**config.mk**
```make
export PLATFORM = sky130hd
export DESIGN_NAME = sng_bank
export DESIGN_NICKNAME = d
export VERILOG_FILES = /design/src/rtl/sng_pkg.sv /design/src/rtl/sng_lfsr.sv /design/src/rtl/sng_bank.sv
export SDC_FILE = /design/constraint.sdc
export NUM_CORES = 1
export LEC_CHECK = 0
export ABC_AREA = 0
export CELL_PAD_IN_SITES_DETAIL_PLACEMENT = 1
export CELL_PAD_IN_SITES_GLOBAL_PLACEMENT = 1
export CORE_ASPECT_RATIO = 1.75
export CORE_UTILIZATION = 51
export CTS_BUF_LIST = sky130_fd_sc_hd__clkbuf_4 sky130_fd_sc_hd__clkbuf_8
export CTS_CLUSTER_DIAMETER = 200
export DETAILED_ROUTE_END_ITERATION = 12
export GPL_ROUTABILITY_DRIVEN = 0
export PLACE_DENSITY = 0.88
export REMOVE_ABC_BUFFERS = 1
export SYNTH_ARGS = -nofsm -noshare
export SYNTH_HDL_FRONTEND = slang
export SYNTH_SLANG_ARGS = --single-unit
```
**constraint.sdc**
```tcl
create_clock -name clk -period 3.25 [get_ports clk]
set_input_delay 0.65 -clock clk [delete_from_list [all_inputs] [get_ports clk]]
set_output_delay 0.65 -clock clk [all_outputs]
set_load 0.02 [all_outputs]
```
**src/rtl/sng_pkg.sv**
```systemverilog
// sng_bank shared types and helpers.
// State enum, LFSR tap table and rotate helper.
package sng_pkg;

  typedef enum logic [1:0] {
    IDLE,
    RUN,
    DONE
  } state_t;

  // Low-order terms of a primitive polynomial, bit m = x^m
  function automatic logic [15:0] lfsr_taps(input int width);
    logic [15:0] t;
    t = 16'h0003;
    case (width)
      3:  t = 16'h0003;
      4:  t = 16'h0003;
      5:  t = 16'h0005;
      6:  t = 16'h0003;
      7:  t = 16'h0003;
      8:  t = 16'h001D;
      9:  t = 16'h0011;
      10: t = 16'h0009;
      11: t = 16'h0005;
      12: t = 16'h0053;
      13: t = 16'h001B;
      14: t = 16'h002B;
      15: t = 16'h0003;
      16: t = 16'h002D;
      default: t = 16'h0003;
    endcase
    return t;
  endfunction

  // Rotate the low 'width' bits of v left by amt
  function automatic logic [15:0] rotl(
    input logic [15:0] v,
    input int amt,
    input int width
  );
    logic [15:0] r;
    r = '0;
    for (int i = 0; i < 16; i++) begin
      if (i < width)
        r[4'((i + amt) % width)] = v[4'(i)];
    end
    return r;
  endfunction

endpackage

```
**src/rtl/sng_lfsr.sv**
```systemverilog
// Fibonacci right-shift LFSR with load and enable.
// The load value is forced nonzero so the register never locks up.
module sng_lfsr
  import sng_pkg::*;
#(
  parameter int WIDTH = 8,
  parameter int unsigned SEED = 'h1A
) (
  input  logic             clk,
  input  logic             rst,
  input  logic             load,
  input  logic             en,
  output logic [WIDTH-1:0] q
);

  localparam logic [15:0] TAPS_ALL = lfsr_taps(WIDTH);
  localparam logic [WIDTH-1:0] TAPS = TAPS_ALL[WIDTH-1:0];
  localparam logic [WIDTH-1:0] S0 = SEED[WIDTH-1:0];
  localparam logic [WIDTH-1:0] SEED_NZ =
    (S0 == '0) ? WIDTH'(1) : S0;

  // Seed on reset or frame start, otherwise shift in parity
  always_ff @(posedge clk) begin
    if (rst || load)
      q <= SEED_NZ;
    else if (en)
      q <= {^(q & TAPS), q[WIDTH-1:1]};
  end

endmodule

```
**src/rtl/sng_bank.sv**
```systemverilog
// Multi-channel stochastic number generator bank.
// Optional SNG_POPCOUNT_EN adds per-channel ones counters.
module sng_bank
  import sng_pkg::*;
#(
  parameter int WIDTH = 8,
  parameter int NCH = 4,
  parameter int unsigned SEED = 'h1A,
  parameter int ROT_STRIDE = 3,
  localparam int CW = (NCH > 1) ? $clog2(NCH) : 1
) (
  input  logic             clk,
  input  logic             rst,
  input  logic             start,
  output logic             busy,
  output logic             done,
  input  logic             ld_valid,
  output logic             ld_ready,
  input  logic [CW-1:0]    ld_ch,
  input  logic [WIDTH-1:0] ld_value,
  output logic             bit_valid,
  output logic [NCH-1:0]   y
`ifdef SNG_POPCOUNT_EN
  ,output logic [NCH*WIDTH-1:0] ones_cnt
`endif
);

  localparam logic [WIDTH-1:0] LAST =
    WIDTH'((1 << WIDTH) - 2);

  state_t state, state_nx;
  logic [WIDTH-1:0] count;
  logic [WIDTH-1:0] lfsr;
  logic [WIDTH-1:0] val [NCH];
  logic go, run;

  assign go  = (state == IDLE) && start;
  assign run = (state == RUN);

  assign busy      = (state != IDLE);
  assign done      = (state == DONE);
  assign ld_ready  = (state == IDLE);
  assign bit_valid = run;

  sng_lfsr #(
    .WIDTH(WIDTH),
    .SEED (SEED)
  ) u_lfsr (
    .clk (clk),
    .rst (rst),
    .load(go),
    .en  (run),
    .q   (lfsr)
  );

  // State register and frame bit counter
  always_ff @(posedge clk) begin
    if (rst) begin
      state <= IDLE;
      count <= '0;
    end else begin
      state <= state_nx;
      if (go)
        count <= '0;
      else if (run)
        count <= count + 1'b1;
    end
  end

  // Next-state logic
  always_comb begin
    state_nx = state;
    unique case (state)
      IDLE:    if (start) state_nx = RUN;
      RUN:     if (count == LAST) state_nx = DONE;
      DONE:    state_nx = IDLE;
      default: state_nx = IDLE;
    endcase
  end

  // Value registers; writes to missing channels are dropped
  always_ff @(posedge clk) begin
    if (rst) begin
      for (int i = 0; i < NCH; i++)
        val[i] <= '0;
    end else if (ld_valid && ld_ready
                 && int'(ld_ch) < NCH) begin
      val[ld_ch] <= ld_value;
    end
  end

  for (genvar i = 0; i < NCH; i++) begin : g_ch
    localparam int ROT = (i * ROT_STRIDE) % WIDTH;
    logic [15:0] r;
    assign r    = rotl(16'(lfsr), ROT, WIDTH);
    assign y[i] = run && (r <= 16'(val[i]));
  end

`ifdef SNG_POPCOUNT_EN
  logic [WIDTH-1:0] cnt [NCH];

  // Ones counters clear on start and hold after the frame
  always_ff @(posedge clk) begin
    if (rst || go) begin
      for (int i = 0; i < NCH; i++)
        cnt[i] <= '0;
    end else if (run) begin
      for (int i = 0; i < NCH; i++)
        cnt[i] <= cnt[i] + WIDTH'(y[i]);
    end
  end

  for (genvar i = 0; i < NCH; i++) begin : g_pc
    assign ones_cnt[i*WIDTH +: WIDTH] = cnt[i];
  end
`endif

endmodule

```
; After elaboration in Yosys (flattened, before gate mapping)
; Memory sizes are Yosys's and may differ from the RTL's.
; Cells that the tools add are included.
[word_totals]
inputBits = 14
regBits = 18
output_inout_bits = 8
n_memories = 1
ramBits = 32
[mem_list]
columns = memory, depth, word_bits, read_ports, rd_clocked_by_memory_dff, wr, line_no
row1 = val, 4, 8, 4, 0, 4, sng_bank.sv:34  ; logic [WIDTH-1:0] val [NCH];
[op_classes]
reduce_logical = 13
n_eq_ne = 5
magnitude_cmp = 4
addsub = 1
n_mux = 11
[ops]
columns = operator, count
row1 = $le 8x8->1, 4
row2 = $add 8x1->8 const B, 1
row3 = $eq 8x8->1 const B, 1
row4 = $mux 8, 1
row5 = $reduce_or 8->1, 1
row6 = $reduce_xor 8->1, 1
row7 = $logic_and 1x1->1, 6
row8 = $mux 1, 6
row9 = $mux 2, 3
row10 = $pmux 2 s2, 1
row11 = $eq 2x1->1 const B, 1
row12 = $eq 2x2->1 const B, 1
row13 = $logic_not 2->1, 1
row14 = $ne 2x1->1 const B, 1
row15 = $ne 2x2->1 const B, 1
row16 = $reduce_and 2->1, 1
row17 = $reduce_bool 2->1, 1
row18 = $reduce_or 2->1, 1
row19 = $logic_or 1x1->1, 1

; Logic depth before layout (Yosys ltp)
[depth]
depth_word = 7
ltp_mapped = 6

; Hierarchy
; From an unflattened synthesis, not the netlist that was laid out.
[unflattened]
cells_unflattened = 268
hier_area_um2 = 2840.2
[modules_own_cells]
columns = module, n_inst, cells_each, area_per_inst_um2
row1 = sng_bank, 1, 239, 2531.2
row2 = sng_lfsr, 1, 29, 309.0

; Worst setup path before layout
; OpenSTA, ideal clock, no wires.
[synth_timing]
path_kind = register to output
start = register u_lfsr.q[7]
end = output y[2]
path_slack_ns = 0.883
required_ns = 2.600
t_arrival_ns = 1.717
path_stages_with_launch = 5
n_path_buf = 0
cell_sequence = dfxtp_1 ha_1 a211oi_1 nor2_1 o41ai_1
[synth_via]
elab_chain_len = 2
[synth_rtl]
columns = item, line_no
row1 = from (decl), sng_lfsr.sv:13  ; output logic [WIDTH-1:0] q
row2 = from (signal assigned), sng_lfsr.sv:27  ; q <= {^(q & TAPS), q[WIDTH-1:1]};
row3 = $le 8x8->1, sng_bank.sv:96  ; assign y[i] = run && (r <= 16'(val[i]));
row4 = $logic_and 1x1->1, sng_bank.sv:96
row5 = to (decl), sng_bank.sv:22  ; output logic [NCH-1:0] y
; No other way between the ends.

; Final worst setup path
; Same ends and word-level chain as after synthesis.

==> results by group <==
Run status
  • Status: complete, no violations

Critical path
  • Crit Path Category: reg2out
  • Setup crit end kind: output pin
  • Worst r2r src: state[0]
  • CP Data Required Time: approximately 2600 ps
  • CP startpoint: u_lfsr.q[7]
  • Critical Path AT: 2470 ps
  • Reg2reg path depth: 6
  • CP max FO: 6
  • Crit path launch type: flop
  • Flop2flop setup slack: 1160 ps
  • End of the worst register-to-register path: count[5]

Synth
  • Mean Syn Cell Area: 10.2 sq um
  • Synth warnings: 0
  • Synthesized area: 2810 sq um
  • Seq/Total Area, Yosys: between 40% and 50%
  • Register bit total from synthesis: 50
  • Synthesized instance count: 276
  • Distinct cells, synth: 38

Route
  • DR WL met2: about 3.8 mm
  • Total wire length: about 7.0 mm
  • DRT Pass-1 Iters: 4
  • Vias post-DR: roughly 2,100
  • Metal3 WL: 181 um
  • Met1 Wirelength: 2.57 mm
  • Max Used Layer: met4
  • Drt wl/cell: 18.5 um
  • Post-route ant nets: 0
  • First DRT Iteration DRCs: between 50 and 60
  • Via/cell ratio: 5.57
  • DRC errors left: 0

Finish
  • Ant. Diodes: 0
  • Final instance area: ~3200 sq um
  • Final nets: 351
  • Fraction of layout cells with a size suffix above 1: 6.58%
  • Area growth syn-to-layout: 15.3%

Worst hold path
  • Worst Hold End: count[5]
  • Hold path startpoint: count[5]
  • Min-Delay Path Depth: 2
  • Worst min path class: reg2reg

Clock network
  • Postcts setup bufs: 0
  • Longest Clk Path Bufs: 2
  • Later-pin clock latency in the skew report: 300 ps
  • Clock Sinks: 50
  • Root buf cell: clkbuf_8
  • CTS Buf Count: 5
  • Resized cells post-CTS: 0
  • CTS tree: done
  • Hold_buf cts: 0
  • CTS H-tree lvls: 2
  • Clock transition at the registers of the reported paths: around 90 ps

Power
  • Leakage: between 1 and 1.5 nW
  • Pwr Total: about 1.4 mW
  • Max VDD drop: ~0.00035 V
  • Power per Cell Area: about 430 nW/um^2

STA
  • Worst slew pin tran: 785 ps
  • Setup TNS: 0 ps
  • Setup violations, final: 0
  • Final Hold Viols: 0
  • Layout Skew: 5.78 ps
  • Max Slew Vio Count: 0
  • Unrepaired setup endpoints after global routing: no
  • Post-route minimum period: 3120 ps
  • Worst hold slack: 499 ps
  • Fmax: 320 MHz
  • Rel. slew slack: a little under half
  • Fin crit share: between 90% and 100%

Run
  • Max Cap Violations: 0

Global route
  • GRT Overall Usage: between 20% and 30%
  • Vias in the first global route: about 2,300
  • First-pass GRT wire length: 11.4 mm
  • Total overflow reported by the global router: 0
  • Largest net degree at the start of global routing: 16
  • Initial antenna violation count: 0

Floorplanning
  • I/O pins: 22
  • Die ar.: approximately 5800 sq um
  • Die H: around 100 um
  • Initial core utilization: 53.1%
  • # rows: 35
  • Die width: 58.1 um
  • Core Region: 5300 sq um

Place
  • Post-Place Cell Area: 3120 sq um
  • IO Port Bufs: 21
  • HPWL Detailed: 5.47 mm
==> cell usage after synthesis <==
master | n | area [sq um]
nor3_2 | 2 | 20.0
a21oi_1 | 14 | 70.1
nand4_1 | 8 | 50.1
nor4_1 | 1 | 6.26
a21o_1 | 5 | 37.5
inv_4 | 1 | 6.26
and2_1 | 32 | 200
and3_1 | 2 | 12.5
a2111oi_0 | 1 | 8.76
nor3_1 | 5 | 25.0
o21ai_0 | 7 | 35.0
xor2_1 | 4 | 35.0
o41ai_1 | 1 | 8.76
or2_2 | 2 | 12.5
a211oi_1 | 4 | 30.0
nand2b_1 | 1 | 6.26
a41o_1 | 2 | 20.0
nor4b_2 | 1 | 15.0
nor2b_1 | 3 | 18.8
nand2_1 | 20 | 75.1
or3_1 | 3 | 18.8
a31o_2 | 1 | 8.76
o211ai_1 | 3 | 22.5
nand3b_1 | 1 | 7.51
inv_1 | 38 | 143
o22ai_1 | 2 | 12.5
clkbuf_1 | 3 | 11.3
edfxtp_1 | 32 | 961
xnor2_1 | 3 | 26.3
a41oi_1 | 1 | 8.76
nor2_1 | 12 | 45.0
buf_4 | 1 | 7.51
o21bai_1 | 2 | 15.0
nand3_1 | 4 | 20.0
ha_1 | 34 | 425
buf_2 | 1 | 5.00
nand4_4 | 1 | 21.3
dfxtp_1 | 18 | 360
==> metal layers <==
| layer | track usage [%] | up-vias |
|---|---|---|
| met4 | 17.6 | 0 |
| met3 | 2.58 | 30 |
| met1 | 28.2 | 1000 |
| met5 | 0 | - |
| met2 | 49.2 | 64 |
| li1 | - | 1011 |
==> sequential cells by signal, indices dropped and copies added, names as in the netlist <==
signal and flops:
count 8, state 2, u_lfsr.q 8, val 32
==> report_power, final <==
group | total [mW] | internal, mW | switching [mW]
Sequential | 0.727 | 0.704 | 0.0223
Clock | 0.467 | 0.260 | 0.208
Combinational | 0.209 | 0.0895 | 0.120
Total | 1.40 | 1.05 | 0.350
==> layout by cell type (no fill, tap or decap), drive strengths merged <==
master and instances:
o21bai 2, or3 3, inv 39, o41ai 1, a41o 2, o21ai 7
and3 2, o22ai 2, buf 4, clkdlybuf4s50 21, nor4b 1, bufinv 1
xnor2 3, a21o 5, nand3b 1, edfxtp 32, a41oi 1, a211oi 4
nand2 20, and2 32, xor2 4, or2 2, ha 34, nand3 4
nand2b 1, a21oi 14, nand4 9, nor4 1, a2111oi 1, clkbuf 7
a31o 1, nor2b 3, dfxtp 18, nor2 12, o211ai 3, nor3 7
==> logic make-up after synthesis <==
kind of cell | after synthesis | synth area share (%)
simple gates | 98 | 19.7
xor+xnor | 7 | 2.18
flops | 50 | 47.0
compound gates | 43 | 9.88
buf+inv | 44 | 6.14
fa+ha+maj | 34 | 15.1
==> metrics by stage <==
stage / cells / utilization [%] / setup WS (ps)
finish: 378 / 61.2 / 127
global route: 378 / 61.2 / 26.0
CTS: 378 / 61.2 / 125
detailed placement: 370 / 58.9 / 467
global placement: 370 / 58.9 / 556
floorplan: 271 / - / 883
==> worst max path at each step <==
stage / end / slack (ps) / cells after the start
after floorplan: y[2] / 880 / 4
after detailed placement: y[2] / 470 / 4
after global placement: y[2] / 560 / 4
final: y[2] / 130 / 5
after CTS: y[2] / 130 / 4
after global routing: y[2] / 30 / 5
==> cell type report <==
| cell class | instances | area (sq um) |
|---|---|---|
| flip-flops and latches | 50 | 1320 |
| repair buffers | 25 | 240 |
| inverters | 39 | 149 |
| clock inverters | 1 | 30.0 |
| well taps | 74 | 92.6 |
| multi-input cells | 182 | 1320 |
| clock buffers | 7 | 90.1 |
| fillers | 591 | 2060 |
==> worst max-delay path, stage by stage, from the launching register on <==
cell and delay (ps):
dfxtp_1 480, ha_1 300, a211oi_1 310, nor2_1 100, o41ai_1 330, clkdlybuf4s50_1 660
Note: power is estimated with default switching activity, not from simulation.
